`config.mk`:
```
export PLATFORM = sky130hd
export DESIGN_NAME = ram_read_scanner
export DESIGN_NICKNAME = d
export VERILOG_FILES = /design/src/rtl/ram_scan_pkg.sv /design/src/rtl/ram_read_scanner_rise_detect.sv /design/src/rtl/ram_read_scanner.sv
export SDC_FILE = /design/constraint.sdc
export NUM_CORES = 1
export LEC_CHECK = 0
export CAP_MARGIN = 15
export CORE_MARGIN = 2
export CORE_UTILIZATION = 30
export CTS_CLUSTER_SIZE = 25
export DETAILED_ROUTE_END_ITERATION = 7
export PLACE_DENSITY = 0.59
export SETUP_SLACK_MARGIN = 0.05
export SLEW_MARGIN = 20
export SYNTH_ARGS = -nofsm -noshare
export SYNTH_HDL_FRONTEND = slang
export SYNTH_SLANG_ARGS = --single-unit
```
`constraint.sdc`:
```
create_clock -name clock -period 5.22 [get_ports clock]
set_input_delay 0.522 -clock clock [delete_from_list [all_inputs] [get_ports clock]]
set_output_delay 0.522 -clock clock [all_outputs]
set_load 0.005 [all_outputs]
```
`src/rtl/ram_scan_pkg.sv`:
```
// Shared types and default sizes for the RAM read scanner.
package ram_scan_pkg;

    localparam int ADDR_W_DEF     = 5;
    localparam int DATA_W_DEF     = 8;
    localparam int DEPTH_DEF      = 32;
    localparam int TICK_DIV_50MHZ = 25000000;

    typedef enum logic [2:0] {
        ST_IDLE  = 3'd0,
        ST_ISSUE = 3'd1,
        ST_WAIT  = 3'd2,
        ST_SHOW  = 3'd3,
        ST_DONE  = 3'd4
    } scan_state_e;

endpackage

```
`src/rtl/ram_read_scanner_rise_detect.sv`:
```
// 1-bit registered rising-edge detector; a held input yields one event.
module rise_detect (
    input  logic clock,
    input  logic resetn,
    input  logic din,
    output logic rise
);

    logic cur_q, cur_d;
    logic prev_q, prev_d;

    // Next values: sample the input, then delay it once more for comparison
    always_comb begin
        cur_d  = din;
        prev_d = cur_q;
    end

    // Edge-detect registers with synchronous active-low reset
    always_ff @(posedge clock) begin
        if (!resetn) begin
            cur_q  <= 1'b0;
            prev_q <= 1'b0;
        end else begin
            cur_q  <= cur_d;
            prev_q <= prev_d;
        end
    end

    assign rise = cur_q & ~prev_q;

endmodule

```
`src/rtl/ram_read_scanner.sv`:
```
// Scans a registered-read RAM from address 0 to DEPTH-1 and holds each
// address/data pair for display. Advance by step key or internal timer.
// Optional match counter enabled by defining SCAN_MATCH_EN.
module ram_read_scanner
    import ram_scan_pkg::*;
#(
    parameter int ADDR_W   = ADDR_W_DEF,
    parameter int DATA_W   = DATA_W_DEF,
    parameter int DEPTH    = DEPTH_DEF,
    parameter int TICK_DIV = TICK_DIV_50MHZ
) (
    input  logic              clock,
    input  logic              resetn,
    input  logic              start,
    input  logic              step,
    input  logic              auto_mode,
    output logic [ADDR_W-1:0] rd_addr,
    input  logic [DATA_W-1:0] rd_data,
    output logic [ADDR_W-1:0] disp_addr,
    output logic [DATA_W-1:0] disp_data,
    output logic              disp_valid,
    output logic              busy,
    output logic              done
`ifdef SCAN_MATCH_EN
    ,
    input  logic [DATA_W-1:0] match_val,
    output logic              match_hit,
    output logic [ADDR_W:0]   match_cnt
`endif
);

    localparam int TICK_W = $clog2(TICK_DIV);

    logic start_rise, step_rise;

    rise_detect u_start_rd (
        .clock  (clock),
        .resetn (resetn),
        .din    (start),
        .rise   (start_rise)
    );

    rise_detect u_step_rd (
        .clock  (clock),
        .resetn (resetn),
        .din    (step),
        .rise   (step_rise)
    );

    scan_state_e       state_q, state_d;
    logic [ADDR_W-1:0] rd_addr_q, rd_addr_d;
    logic [ADDR_W-1:0] disp_addr_q, disp_addr_d;
    logic [DATA_W-1:0] disp_data_q, disp_data_d;
    logic              disp_valid_q, disp_valid_d;
    logic              busy_q, busy_d;
    logic              done_q, done_d;
    logic [TICK_W-1:0] tick_q, tick_d;
    logic              advance;
`ifdef SCAN_MATCH_EN
    logic              match_hit_q, match_hit_d;
    logic [ADDR_W:0]   match_cnt_q, match_cnt_d;
`endif

    // Next-state logic: scan FSM, tick counter and display capture
    always_comb begin
        state_d      = state_q;
        rd_addr_d    = rd_addr_q;
        disp_addr_d  = disp_addr_q;
        disp_data_d  = disp_data_q;
        disp_valid_d = disp_valid_q;
        busy_d       = busy_q;
        done_d       = done_q;
        tick_d       = tick_q;
        advance      = 1'b0;
`ifdef SCAN_MATCH_EN
        match_hit_d  = match_hit_q;
        match_cnt_d  = match_cnt_q;
`endif
        case (state_q)
            ST_ISSUE: begin
                // RAM samples rd_addr on this edge; data appears next cycle
                state_d = ST_WAIT;
            end
            ST_WAIT: begin
                disp_data_d  = rd_data;
                disp_addr_d  = rd_addr_q;
                disp_valid_d = 1'b1;
                tick_d       = '0;
                state_d      = ST_SHOW;
`ifdef SCAN_MATCH_EN
                match_hit_d = (rd_data == match_val);
                if ((rd_data == match_val) && (match_cnt_q < (ADDR_W+1)'(DEPTH)))
                    match_cnt_d = match_cnt_q + (ADDR_W+1)'(1);
`endif
            end
            ST_SHOW: begin
                if (auto_mode) begin
                    if (tick_q == TICK_W'(TICK_DIV - 1))
                        advance = 1'b1;
                    else
                        tick_d = tick_q + TICK_W'(1);
                end else begin
                    tick_d  = '0;
                    advance = step_rise;
                end
                if (advance) begin
`ifdef SCAN_MATCH_EN
                    match_hit_d = 1'b0;
`endif
                    if (rd_addr_q == ADDR_W'(DEPTH - 1)) begin
                        state_d = ST_DONE;
                        busy_d  = 1'b0;
                        done_d  = 1'b1;
                    end else begin
                        rd_addr_d    = rd_addr_q + ADDR_W'(1);
                        disp_valid_d = 1'b0;
                        state_d      = ST_ISSUE;
                    end
                end
            end
            default: ;
        endcase
        // A start rise restarts from address 0 in any state and wins over advance
        if (start_rise) begin
            state_d      = ST_ISSUE;
            rd_addr_d    = '0;
            disp_valid_d = 1'b0;
            busy_d       = 1'b1;
            done_d       = 1'b0;
            tick_d       = '0;
`ifdef SCAN_MATCH_EN
            match_hit_d  = 1'b0;
            match_cnt_d  = '0;
`endif
        end
    end

    // State and output registers, all cleared by synchronous reset
    always_ff @(posedge clock) begin
        if (!resetn) begin
            state_q      <= ST_IDLE;
            rd_addr_q    <= '0;
            disp_addr_q  <= '0;
            disp_data_q  <= '0;
            disp_valid_q <= 1'b0;
            busy_q       <= 1'b0;
            done_q       <= 1'b0;
            tick_q       <= '0;
`ifdef SCAN_MATCH_EN
            match_hit_q  <= 1'b0;
            match_cnt_q  <= '0;
`endif
        end else begin
            state_q      <= state_d;
            rd_addr_q    <= rd_addr_d;
            disp_addr_q  <= disp_addr_d;
            disp_data_q  <= disp_data_d;
            disp_valid_q <= disp_valid_d;
            busy_q       <= busy_d;
            done_q       <= done_d;
            tick_q       <= tick_d;
`ifdef SCAN_MATCH_EN
            match_hit_q  <= match_hit_d;
            match_cnt_q  <= match_cnt_d;
`endif
        end
    end

    assign rd_addr    = rd_addr_q;
    assign disp_addr  = disp_addr_q;
    assign disp_data  = disp_data_q;
    assign disp_valid = disp_valid_q;
    assign busy       = busy_q;
    assign done       = done_q;
`ifdef SCAN_MATCH_EN
    assign match_hit  = match_hit_q;
    assign match_cnt  = match_cnt_q;
`endif

endmodule

```
Yosys cells after proc, flatten, opt, wreduce, memory -nomap -nowiden
Cells that the tools add are included.
Storage, ports and cells
  flip-flop bits (word level): 53
  bits of input ports: 13
  output and inout port bits: 21
  word-level logic and storage cells: 61
Operators by class
  $add $sub $neg: 2
  equal/unequal tests: 9
  mux-type cells: 17
  bitwise operators: 6
  reductions and logical operators: 14
Operators by type and width (number)
  25-bit two-way mux: 2
  25-bit one-hot mux with 2 select lines: 1
  25-bit by 1-bit adder with 25-bit output, second input constant: 1
  25-bit == test, second input constant: 1
  3-bit AND reduction: 4
  1-bit two-way mux: 10
  3-bit one-hot mux with 3 select lines: 1
  2-bit nonzero test: 4
  3-bit by 2-bit == test with 1-bit output, second input constant: 2
  3-bit two-way mux: 2
  3-bit != test, second input constant: 2
  2-bit AND reduction: 3
  5-bit by 1-bit adder with 5-bit output, second input constant: 1
  5-bit == test, second input constant: 1
  2-bit != test, second input constant: 2
  1-bit inverter: 4
  4-bit nonzero test: 1
  3-bit by 1-bit == test with 1-bit output, second input constant: 1
  3-bit nonzero test: 1
  1-bit AND: 2
  1-bit one-hot mux with 2 select lines: 1
  2-bit OR reduction: 1

Longest topological paths before layout
  depth in word-level cells: 7
  gate-level depth with buffers: 8
  depth with buffers taken out: 6

Modules after synthesis
A second synthesis with hierarchy kept.
Second synthesis, totals
  cell total of the unflattened synthesis: 298
  area, all modules: 2557.5 um2
Modules (own cells, without submodules)
  ram_read_scanner: times used 1, cells an instance 288, area an instance 2424.8 um2, sequential area each 980.9 um2
  rise_detect: times used 2, cells an instance 5, area an instance 66.3 um2, sequential area each 40.0 um2

Worst setup path after synthesis
No wires, ideal clock.
  path type: register to register
  start: register rd_addr_q[0] (netlist: rd_addr[0])
  end: register rd_addr_q[3] (netlist: rd_addr[3])
  setup time: 0.070 ns
  data arrival time: 2.159 ns
  data required time: 5.150 ns
  setup slack: 2.991 ns
  stages on the path, launching flop included: 8
  path buffers: 1
  period minus slack after synthesis: 2.229 ns
  cell sequence: dfxtp_1 ha_1 and3_1 ha_1 or3_1 dlygate4sd1_1 or4_1 a21oi_1
Between the ends
  longest elaborated chain between the ends: 3
  elaborated cells on any way between the ends: 4
  classes of those cells: add/sub (1); eq/ne (1); bitwise (1); reduce/logical (1)
Ends and longest elaborated chain
  start, declared: RTL line ram_read_scanner.sv:51  | logic [ADDR_W-1:0] rd_addr_q, rd_addr_d;
  start signal, assigned: RTL line ram_read_scanner.sv:155  | rd_addr_q <= rd_addr_d;
  branches (longest 3 deep; another with 5-bit by 1-bit adder with 5-bit output)
Several ways; the timed one is not identified.
A chain may end at the register's enable or synchronous reset.

Final worst setup path
  start: register tick_q[0]
  end: register tick_q[21]
Between the ends
  longest elaborated chain between the ends: 4
  elaborated cells on any way between the ends: 7
  classes of those cells: add/sub (1); eq/ne (2); mux (3); reduce/logical (1)
Ends and longest elaborated chain
  start, declared: RTL line ram_read_scanner.sv:57  | logic [TICK_W-1:0] tick_q, tick_d;
  start signal, assigned: RTL line ram_read_scanner.sv:161  | tick_q <= tick_d;
  25-bit by 1-bit adder with 25-bit output: RTL line ram_read_scanner.sv:101  | tick_d = tick_q + TICK_W'(1);
  25-bit two-way mux: RTL line ram_read_scanner.sv:98  | if (tick_q == TICK_W'(TICK_DIV - 1))
  25-bit two-way mux: RTL line ram_read_scanner.sv:97  | if (auto_mode) begin
  25-bit one-hot mux with 2 select lines: RTL line ram_read_scanner.sv:79  | case (state_q)
Parallel ways exist; a longest one is shown, timed or not. The select of a mux whose other input is x is not followed.

==> key figures <==
Outcome
  – Status: complete, no violations

Power and ir drop
  – Max VDD drop: 113 uV
  – Total Power: 0.000703 W
  – Pleak: between 1 and 1.5 nW
  – PD cells: 232 nW/um^2

Cells and area
  – Final std cells w/o fill: around 440
  – Filler cells: 871
  – # nets final: approximately 350
  – Diode count: 0
  – Area grow syn2layout: 17.9%
  – Layout cells sized above 1: slightly below 8%
  – Fin area: about 3000 um^2

Timing
  – Max Slew Vio Count: 0
  – Final WS setup: roughly 2.6 ns
  – Layout Skew: between 0.004 and 0.005 ns
  – Fmax: 0.380 GHz
  – Actual slew at the worst max-slew pin: 0.982 ns
  – Unrepaired setup endpoints after global routing: false
  – Slew headroom: between 30% and 40%
  – Total Neg Setup Slack: 0 ns
  – Minimum clock period: about 2.6 ns
  – Final setup fails: 0
  – Final Hold Fails: 0
  – Final period utilization: 50.4%

Synth
  – Netlist cell types: 56
  – Fraction of registers with async set/reset: 0%
  – Synthesized area: 2570 um^2
  – Synth Flop Type: dfxtp_1
  – Synthesis-stage register bit count: 53
  – YS warnings: 0
  – Syn nets: 318
  – Syn avg cell area: around 8.5 um^2
  – Synthesized instance count: 302
  – Seq/Total Area, Yosys: just over 40%
  – Number of enable flip-flop cells after synthesis: 0

Floorplan
  – Core area: roughly 8300 um^2
  – Io pins: 34
  – Total die area: 9310 um^2
  – Row count: 33
  – Die width: a little under 100 um
  – Initial Util: a little under a third
  – Vert. Die Dim: approximately 96 um

Worst setup path
  – Critical path arrival: ~2.9 ns
  – Critical Path Source: tick_q[0]
  – R2R setup slack: around 2.6 ns
  – Crit path capture: tick_q[21]
  – Reg2Reg Launch Point: tick_q[0]
  – Worst r2r dst: tick_q[21]
  – Setup CP Type: flip-flop to flip-flop
  – R2R depth: 6
  – Critical Path Fanout Max: 15
  – Startpoint types: flip-flop
  – Crit. End Element: flip-flop
  – WP data required: between 5 and 6 ns

GRT
  – Initial antenna violation count: 0
  – Met2 usage: 21.8%
  – GR Util All Layers: between 10 and 15%
  – Grt total ovfl: 0
  – Pin count of the biggest net entering global routing: 19
  – Vias in the first global route: about 2000
  – Grt peak-use layer: met2
  – Global-route met3 utilization: 2.48%
  – Met1 Usage GRT: between 10% and 20%
  – First-pass GRT wire length: 9.82 mm

Routing
  – First-pass detailed-route iteration total: 4
  – Post-route DRC: 0
  – Via density: between 5 and 6
  – Final wirelength: roughly 5.9 mm
  – Post-DRT Antenna Nets: 0
  – Iter 0 DRT Violations: between 150 and 200
  – Routed vias: around 2300
  – Routed WL per cell: 13.6 um

Place
  – Placed cell count: 427
  – IO buf count: 33
  – Dpl cell area: ~3000 um^2
  – Routability congestion estimate: 0.793
  – DP Worst Slack: 2.27 ns
  – Final HPWL from detailed placement: ~4.2 mm

Clocking
  – H-tree levels: 2
  – CTS Hold Bufs: 0
  – CTS Buf Count: 5
  – Post-cts sizing count: 0
  – Clk Tree Root Cell: clkbuf_8
  – Clock latency on the worst-skew pair: 0.31 ns
  – Longest Clk Path Bufs: 2
  – Setup bufs post-CTS: 0
  – CTS tree: yes
  – CTS clock-pin slew for the worst setup and hold paths: about 0.1 ns
  – Clk sinks: 53

Min path
  – Hold Crit Start: disp_addr[2]
  – Worst hold path type: flip-flop to flip-flop

Run
  – Maxcap violations: 0
how the worst min path moves through the flow:
stage	to	slack, ns	depth (start not counted)
after floorplan	u_start_rd.prev_q	0.42	1
final	disp_addr[2]	0.46	2
after detailed placement	u_start_rd.prev_q	0.44	1
after global routing	u_start_rd.prev_q	0.48	1
after CTS	disp_addr[0]	0.46	2
after global placement	u_start_rd.prev_q	0.43	1
logic make-up (layout without fill, tap and decap cells):
group	Yosys count	after routing	share of synthesized area, %
xor gates and xnor gates	3	3	1.02
buffers and inverters	20	48	4.92
DFF	53	53	41.3
muxes	1	1	0.390
adders and majority gates	3	3	1.46
AOI/OAI and AO/OA	78	78	20.1
and+or+nand+nor	144	144	30.8
flip-flops by register name, summed over array words and instances (netlist names):
name,cells
done,1
rd_addr,5
u_start_rd.cur_q,1
u_start_rd.prev_q,1
disp_valid,1
disp_addr,5
state_q,3
busy,1
tick_q,25
u_step_rd.cur_q,1
disp_data,8
u_step_rd.prev_q,1
area by class of cell:
type	count	area [um^2]	share of cell area, %
multi-input cells	229	1380	45.7
repair buffers	33	330	10.9
well taps	105	131	4.34
flip-flops and latches	53	1060	35.1
clock buffers	5	68.8	2.27
clock inverters	3	26.3	0.868
inverters	7	26.3	0.868
routing by layer:
metal	wire length, um	up-vias
met1	2870	1054
met2	2720	45
met3	234	9
met4	97	0
met5	0	-
li1	-	1160
synthesized netlist by cell type (all sizes together) (2+ instances only):
cell type	instances	share of area [%]
and4	4	1.4
inv	7	1.0
ha	3	1.5
nand3	11	2.1
nor2	19	2.8
dfxtp	53	41
a221o	3	1.2
and3	11	2.8
xor2	2	0.68
a22o	4	1.4
nor3	10	2.0
and2	11	2.7
buf	4	0.88
or3	5	1.3
a211o	6	2.1
nor2b	3	0.73
o31ai	2	0.58
a21o	5	1.6
nor4	5	2.4
or4	4	1.3
clkbuf	7	1.4
o21ai	18	3.5
nor3b	3	0.88
a21oi	24	4.8
nand2	43	6.3
nand2b	2	0.49
a2bb2oi	2	0.68
nand4	10	2.4
a31oi	5	1.2
cell usage in the layout, fill, tap and decap left out, types with 3 or more instances in the layout:
cell,synthesis,layout
a211o_1,5,5
a21o_1,3,3
a21oi_1,23,22
a221o_1,3,3
a22o_1,4,4
a31oi_1,5,5
and2_1,10,10
and3_1,8,8
and3_2,3,3
and4_1,3,3
clkbuf_8,1,5
clkdlybuf4s50_1,0,33
dfxtp_1,53,53
ha_1,3,3
inv_1,7,7
nand2_1,43,43
nand3_1,11,11
nand4_1,10,10
nor2_1,19,19
nor2b_1,3,3
nor3_1,10,10
nor3b_1,3,3
nor4_1,3,3
o21ai_0,18,18
or3_1,4,4
or4_1,3,3
where the power goes:
| part | switching [W] | internal, W | total, W |
|---|---|---|---|
| Sequential | 0.00000381 | 0.000410 | 0.000414 |
| Combinational | 0.0000252 | 0.0000205 | 0.0000456 |
| Clock | 0.000146 | 0.0000978 | 0.000244 |
metrics by stage:
| step | hold WS [ns] | util (%) |
|---|---|---|
| final | 0.458 | 36.7 |
| after global routing | 0.482 | 36.7 |
| after CTS | 0.463 | 36.6 |
| after detailed placement | 0.441 | 35.5 |
| after global placement | 0.433 | 35.5 |
| after floorplan | 0.421 | - |
critical path, stage by stage (launching register included):
cell and delay, ns:
dfxtp_1 0.40, ha_1 0.20, nand3_1 0.32, nor4_4 0.51, a41o_1 0.35, and2_1 0.56, a221o_1 0.25
Power figures use the tool's default switching activity.
